<file path="config.mk">
export PLATFORM = sky130hd
export DESIGN_NAME = cpu_if
export DESIGN_NICKNAME = d
export VERILOG_FILES = /design/src/rtl/cpu_if.sv
export SDC_FILE = /design/constraint.sdc
export NUM_CORES = 1
export LEC_CHECK = 0
export CAP_MARGIN = 10
export CORE_UTILIZATION = 50
export CTS_CLUSTER_DIAMETER = 200
export CTS_CLUSTER_SIZE = 12
export DETAILED_ROUTE_END_ITERATION = 8
export GPL_ROUTABILITY_DRIVEN = 0
export PLACE_DENSITY = 0.71
export SYNTH_ARGS = -nofsm -noshare
export SYNTH_HDL_FRONTEND = slang
export SYNTH_SLANG_ARGS = --single-unit
</file>
<file path="constraint.sdc">
create_clock -name clk -period 2.8 [get_ports clk]
set_clock_uncertainty 0.15 [all_clocks]
set_input_delay 0.42 -clock clk [delete_from_list [all_inputs] [get_ports clk]]
set_output_delay 0.42 -clock clk [all_outputs]
set_load 0.05 [all_outputs]
</file>
<file path="src/rtl/cpu_if.sv">
`default_nettype none
// ============================================================================
//  Module      : cpu_if
//  Description : Instruction fetch stage. Holds the PC, runs req/ack fetches
//                against instruction memory and registers if_pc/if_inst for
//                decode. Handles global freeze, decode stall, EX redirects
//                and interrupt flush.
//  Options     : CPU_IF_EPC_EN - adds the epc output/register.
//  Revision    : 1.0 - initial release
// ============================================================================
module cpu_if #(
    parameter logic [31:0] RESET_VECTOR = 32'h0000_0000,
    parameter logic [31:0] INT_VECTOR   = 32'h0000_0004
) (
    input  logic        clk,
    input  logic        rst,
    input  logic        cpu_stall,
    input  logic        c_stall,
    input  logic        c_redirect,
    input  logic [31:0] redirect_pc,
    input  logic        int_flush,
    output logic        imem_req,
    output logic [31:0] imem_addr,
    input  logic        imem_ack,
    input  logic [31:0] imem_rdata,
`ifdef CPU_IF_EPC_EN
    output logic [31:0] epc,
`endif
    output logic [31:0] if_pc,
    output logic [31:0] if_inst
);

    typedef enum logic [1:0] {
        FETCH   = 2'd0,
        BUF     = 2'd1,
        DISCARD = 2'd2
    } state_t;

    state_t      state, state_nxt;
    logic [31:0] pc, pc_nxt;
    logic [31:0] addr_nxt;
    logic        req_nxt;
    logic [31:0] if_pc_nxt, if_inst_nxt;
    logic [31:0] buf_inst, buf_inst_nxt;
    logic [31:0] buf_pc, buf_pc_nxt;
    // Set when pc already holds a redirect target while a word sits in the
    // buffer, so release must fetch pc itself rather than pc+4.
    logic        buf_redir, buf_redir_nxt;

    logic        ack;
    logic        stall;
    logic        redirect_ok;
    logic        flush_ok;
    logic        outstanding;

    // An ack only means something while a request is actually on the bus.
    assign ack         = imem_ack & imem_req;
    assign stall       = cpu_stall | c_stall;
    // Redirect and flush sources are frozen by cpu_stall and re-present later.
    assign redirect_ok = c_redirect & ~cpu_stall;
    assign flush_ok    = int_flush & ~cpu_stall;
    assign outstanding = imem_req & ~ack;

    // Next-state and datapath decisions; everything holds unless changed.
    always_comb begin
        state_nxt     = state;
        pc_nxt        = pc;
        addr_nxt      = imem_addr;
        req_nxt       = imem_req;
        if_pc_nxt     = if_pc;
        if_inst_nxt   = if_inst;
        buf_inst_nxt  = buf_inst;
        buf_pc_nxt    = buf_pc;
        buf_redir_nxt = buf_redir;

        if (flush_ok) begin
            if_inst_nxt   = 32'h0;
            if_pc_nxt     = 32'h0;
            buf_inst_nxt  = 32'h0;
            buf_pc_nxt    = 32'h0;
            buf_redir_nxt = 1'b0;
            pc_nxt        = INT_VECTOR;
            req_nxt       = 1'b1;
            if (outstanding) begin
                state_nxt = DISCARD;
            end else begin
                addr_nxt  = INT_VECTOR;
                state_nxt = FETCH;
            end
        end else begin
            case (state)
                FETCH: begin
                    req_nxt = 1'b1;
                    if (ack) begin
                        if (stall) begin
                            // Park the word until the pipe can take it.
                            buf_inst_nxt  = imem_rdata;
                            buf_pc_nxt    = imem_addr;
                            buf_redir_nxt = redirect_ok;
                            req_nxt       = 1'b0;
                            state_nxt     = BUF;
                            if (redirect_ok) begin
                                pc_nxt = redirect_pc;
                            end
                        end else begin
                            // Word acked alongside a redirect is the delay slot.
                            if_inst_nxt = imem_rdata;
                            if_pc_nxt   = imem_addr;
                            pc_nxt      = redirect_ok ? redirect_pc : pc + 32'd4;
                            addr_nxt    = redirect_ok ? redirect_pc : pc + 32'd4;
                        end
                    end else begin
                        if (!stall) begin
                            if_inst_nxt = 32'h0;
                        end
                        if (redirect_ok) begin
                            pc_nxt = redirect_pc;
                            if (outstanding) begin
                                state_nxt = DISCARD;
                            end else begin
                                addr_nxt = redirect_pc;
                            end
                        end
                    end
                end

                BUF: begin
                    req_nxt = 1'b0;
                    if (redirect_ok) begin
                        pc_nxt        = redirect_pc;
                        buf_redir_nxt = 1'b1;
                    end
                    if (!stall) begin
                        if_inst_nxt   = buf_inst;
                        if_pc_nxt     = buf_pc;
                        if (redirect_ok) begin
                            pc_nxt   = redirect_pc;
                            addr_nxt = redirect_pc;
                        end else if (buf_redir) begin
                            pc_nxt   = pc;
                            addr_nxt = pc;
                        end else begin
                            pc_nxt   = pc + 32'd4;
                            addr_nxt = pc + 32'd4;
                        end
                        buf_redir_nxt = 1'b0;
                        req_nxt       = 1'b1;
                        state_nxt     = FETCH;
                    end
                end

                DISCARD: begin
                    // The stale fetch must complete before the new address goes out.
                    req_nxt = 1'b1;
                    if (!stall) begin
                        if_inst_nxt = 32'h0;
                    end
                    if (redirect_ok) begin
                        pc_nxt = redirect_pc;
                    end
                    if (ack) begin
                        addr_nxt  = redirect_ok ? redirect_pc : pc;
                        state_nxt = FETCH;
                    end
                end

                default: begin
                    state_nxt = FETCH;
                end
            endcase
        end
    end

    // State register; reset overrides everything including a pending ack.
    always_ff @(posedge clk) begin
        if (rst) begin
            state     <= FETCH;
            pc        <= RESET_VECTOR;
            imem_addr <= RESET_VECTOR;
            imem_req  <= 1'b0;
            if_pc     <= 32'h0;
            if_inst   <= 32'h0;
            buf_inst  <= 32'h0;
            buf_pc    <= 32'h0;
            buf_redir <= 1'b0;
        end else begin
            state     <= state_nxt;
            pc        <= pc_nxt;
            imem_addr <= addr_nxt;
            imem_req  <= req_nxt;
            if_pc     <= if_pc_nxt;
            if_inst   <= if_inst_nxt;
            buf_inst  <= buf_inst_nxt;
            buf_pc    <= buf_pc_nxt;
            buf_redir <= buf_redir_nxt;
        end
    end

`ifdef CPU_IF_EPC_EN
    // Exception PC: last valid decode PC, or the next fetch PC if decode holds a bubble.
    always_ff @(posedge clk) begin
        if (rst) begin
            epc <= 32'h0;
        end else if (flush_ok) begin
            epc <= (if_inst != 32'h0) ? if_pc : pc;
        end
    end
`endif

endmodule
`default_nettype wire

</file>
Word-level counts from Yosys, hierarchy flattened --
Index checks and enable logic that the tools add are counted.
Word-level totals: bits in registers 196, input port bits 71, output and inout bits 97, logic and storage cells 90
Operators by class: add/sub/neg operators 1, equality and inequality tests 16, muxes and demuxes 45, bitwise logic cells 7, reductions and logical operators 11
Operators with widths (number):
- 32-bit 2-to-1 mux | 22
- 32-bit one-hot mux with 3 select lines | 3
- 32-bit one-hot mux with 2 select lines | 1
- 32-bit by 3-bit adder with 32-bit output, second input constant | 1
- 2-bit 2-to-1 mux | 8
- 4-bit != test, second input constant | 4
- 3-bit != test, second input constant | 5
- 2-bit != test, second input constant | 5
- 4-bit AND reduction | 2
- 1-bit 2-to-1 mux | 7
- 7-bit AND reduction | 1
- 2-bit one-hot mux with 3 select lines | 1
- 3-bit AND reduction | 2
- 5-bit AND reduction | 1
- 1-bit AND | 4
- 4-bit nonzero test | 1
- 3-bit 2-to-1 mux | 1
- 1-bit one-hot mux with 3 select lines | 1
- 3-bit nonzero test | 1
- 2-bit by 1-bit == test with 1-bit output, second input constant | 1
- 2-bit == test, second input constant | 1
- 2-bit logical NOT | 1
- 1-bit NOT | 2
- 1-bit one-hot mux with 2 select lines | 1
- other kinds (3) | 3

Logic depth before layout (Yosys ltp) --
depth in word-level cells 8, gate-level depth with buffers 12, gate-level depth less buffers 9

Worst setup path after synthesis --
Ideal clock, no wire load.
kind register -> register, start point register state[0], end point register imem_addr[4], library setup time 128 ps, arrival time 2252 ps, required time 2522 ps, path slack 271 ps, stages on the path, launching flop included 13, path buffers 3, path through dfxtp_1 inv_1 ha_1 buf_2 or2_2 or3_1 nand3_1 or2_1 buf_2 buf_2 nor2_1 a22oi_1 nor2_1
Between the ends: cells in the longest elaborated chain, start to end 3, elaborated cells on any way between the ends 12, classes of those cells 7 x eq/ne; 2 x mux; 3 x reduce/logical
RTL lines:
- from (decl) | RTL line 39 | state_t state, state_nxt;
- from (signal assigned) | RTL line 187 | state <= state_nxt;
- 2-bit by 1-bit == test with 1-bit output, or another cell as far along | RTL line 91 | case (state)
- 3-bit != test (no source line), or another cell as far along
- 7-bit AND reduction (no source line) or 32-bit 2-to-1 mux (tied branches)
- to (signal assigned) | RTL line 189 | imem_addr <= addr_nxt;
- to (decl) | RTL line 23 | output logic [31:0] imem_addr,
Several ways; a longest one is shown, not always the timed one. A chain may end at the register's enable or synchronous reset.

Worst setup path after layout --
start point register state[1], end point register imem_addr[1]
Same word-level chain as after synthesis.

==> results.cfg <==
[run_status]
status = finished, final reports clean

[synthesis]
yosysSeqAreaShare = 0.3390
yosysUniqueCellTypes = 75
synth-seq-cells = 196
synthCells = 1543
syn_nets = 1619
netlist_area_mm2 = 0.01157
ys.warnings.count = 0
async_reset_ff_frac = 0
synth_ff_type = dfxtp_1
syn_area_per_cell_um2 = 7.501
synth_edf_count = 0

[layout]
ff_latch_area_mm2 = 0.003924
drive_gt1_frac = 0.1214
fillers = 1987
final_nets = 1793
area_growth_syn_to_layout_pct = 28.04
antenna_cells = 0
multiInputGateArea_mm2 = 0.007023
stdcell_area_mm2 = 0.01482

[routing]
drc = 0
ant_nets = 0
via_per_inst = 6.288
initialDrtViolationCount = 1862
wl_per_cell_um = 20.05
vias = 12670
drt-total-wl_mm = 40.40
first_pass_iters = 7

[critical_path]
worst-setup-path-type = reg2reg
cp_slowest_stage_delay_ns = 0.40
cp.arrival_ns = 2.92
reg2reg_to = imem_addr[1]
reg2reg_setup_slack_ns = 0.11
ff2ff_path_depth = 9
critPathMaxFanout = 15
crit_family = compound AO/OA/AOI/OAI gates
critPathBufInv = 3
startpoint_type = register
cp.required_ns = 3.03
crit_slowest_cell = dfxtp_1
r2r_start = state[1]
crit_chain = inv_1 -> ha_1 -> buf_4 -> inv_2 -> nand2_1 -> o21ai_0 -> a22oi_1 -> or3_1 -> a21oi_1
end_kind = register

[floorplanning]
io_pins = 168
die_y_um = 154.1
die-area_mm2 = 0.02376
rows = 55
core_area_mm2 = 0.02264
die_width_um = 154.1
start_util = 0.5112

[sta]
rsz0062_at_grt = no
max_freq_mhz = 371.5
hold_viol = 0
slew_violations = 0
setup_viol_count_final = 0
fin_crit_sh = 0.9615
slew_headroom = 0.4387
worst_slew_pin_slew_ns = 0.8411
min_period_ns = 2.692
holdWs_ns = 0.3056

[clocking]
numCtsBuffers = 17
cts_resized = 0
cts_tree = built
cts_hold_buf = 0
clk_pin_slew_ns = 0.09
cts_root_buffer = clkbuf_16
clk_latency_ns = 0.44
htreeDepth = 4
post-cts-setup-buffers = 0
cts_max_path_buffers = 2
cts.sinks = 196

[global_route]
grt_pass1_wl_mm = 64.23
grt_max_degree = 129
antenna_found_initial = 0
overflow = 0
grt_pass1_vias = 11570
track_usage = 0.3412

[worst_hold_path]
holdPathEnd = buf_pc[18]
hp-class = reg2reg
hold_depth = 2
hold_start = buf_pc[18]

[placement]
placed_cell_area_mm2 = 0.01417
portBuffers = 167
dp_hpwl_mm = 28.96

[power_and_ir_drop]
vdd_drop_max_v = 0.0004383
power_density_mw_per_mm2 = 706.4
p_leak_nw = 5.085
totalPowerFinal_mw = 10.47

[flow_run]
drv_cap = 0
==> sequential cells by signal, summed over array words and instances (netlist names), named ones only <==
name       count
state          2
pc            30
if_pc         32
buf_pc        32
imem_addr     32
buf_inst      32
buf_redir      1
imem_req       1
if_inst       32
==> per-stage QoR <==
stage                     worst slack (ns)    util  std cells  setup TNS [ns]
after floorplan                     0.2709       -       1543               0
after global placement             -0.1014  0.6257       1983         -0.2466
after global routing               0.01077  0.6545       2015               0
after CTS                          0.05274  0.6538       2015               0
final                               0.1079  0.6545       2015               0
after detailed placement           -0.1362  0.6257       1983         -0.7532
==> worst max path at each step <==
stage | from | end | slack [ns] | depth (start not counted)
after global routing | state[0] | if_pc[27] | 0.01 | 9
final | state[1] | imem_addr[1] | 0.11 | 9
after detailed placement | cpu_stall | imem_addr[1] | -0.14 | 8
after CTS | state[0] | if_pc[26] | 0.05 | 9
after global placement | cpu_stall | imem_addr[1] | -0.10 | 8
after floorplan | state[0] | imem_addr[4] | 0.27 | 12
==> cell usage in the layout (no fill, tap or decap), drive strengths merged, types with 23 or more instances in the layout <==
master / synthesis / layout
a211oi: 57 / 57
a21oi: 162 / 162
a22o: 36 / 36
a22oi: 39 / 39
buf: 47 / 135
clkdlybuf4s50: 0 / 167
dfxtp: 196 / 196
inv: 14 / 23
mux2i: 41 / 41
nand2: 264 / 264
nand3: 27 / 27
nor2: 153 / 153
nor3: 36 / 36
o21ai: 94 / 94
xnor2: 46 / 46
==> metal layers <==
metal  GRT usage  wire length [µm]  part of all wire
met2      0.4976             16950              0.42
met1      0.4749             17230              0.43
met5           0                 0                 0
met3     0.09498              4698              0.12
met4      0.1295              1520             0.038
==> report_power, final <==
group / internal (mW) / total, mW / switching (mW) / leakage [nW]
Combinational: 1.60 / 4.38 / 2.78 / 3.19
Sequential: 3.09 / 3.47 / 0.377 / 1.59
Clock: 1.25 / 2.62 / 1.37 / 0.306
Total: 5.95 / 10.5 / 4.52 / 5.08
==> cell families after synthesis <==
kind of cell | Yosys count | share of synthesized area
DFF | 196 | 0.3390
buffers and inverters | 161 | 0.05913
xor gates and xnor gates | 63 | 0.04768
and+or+nand+nor | 570 | 0.2279
adders and majority gates | 5 | 0.005405
muxes | 41 | 0.03546
AOI/OAI and AO/OA | 507 | 0.2854
==> worst reg2reg max path: cells and delay by family (launching register included) <==
| family | cells | cell delay [ns] |
|---|---|---|
| adder cells (fa/ha/maj) | 1 | 0.33 |
| AND/OR/NAND/NOR | 2 | 0.51 |
| AO/OA/AOI/OAI | 3 | 0.64 |
| flip-flops | 1 | 0.40 |
| buffers and inverters | 3 | 0.61 |
==> final cells by class <==
cell class | instances | share of cell area
tap | 285 | 0.02406
clock inverter | 15 | 0.01427
sequential | 196 | 0.2648
multi-input combinational | 1186 | 0.4739
inverter | 14 | 0.003546
timing repair buffer | 302 | 0.1907
clock buffer | 17 | 0.02871
==> cell usage after synthesis (28+ instances only) <==
cell type	instances	area, µm²
mux2i_1	41	410.4
nor3_1	31	155.2
a22oi_1	39	292.8
a21oi_1	160	800.8
buf_2	28	140.1
a211oi_1	55	412.9
nor2_1	153	574.3
dfxtp_1	196	3924
o21ai_0	91	455.4
nand2_1	264	991.0
xnor2_1	46	402.9
a22o_1	36	315.3
clkbuf_1	100	375.4
Power figures use the tool's default switching activity.
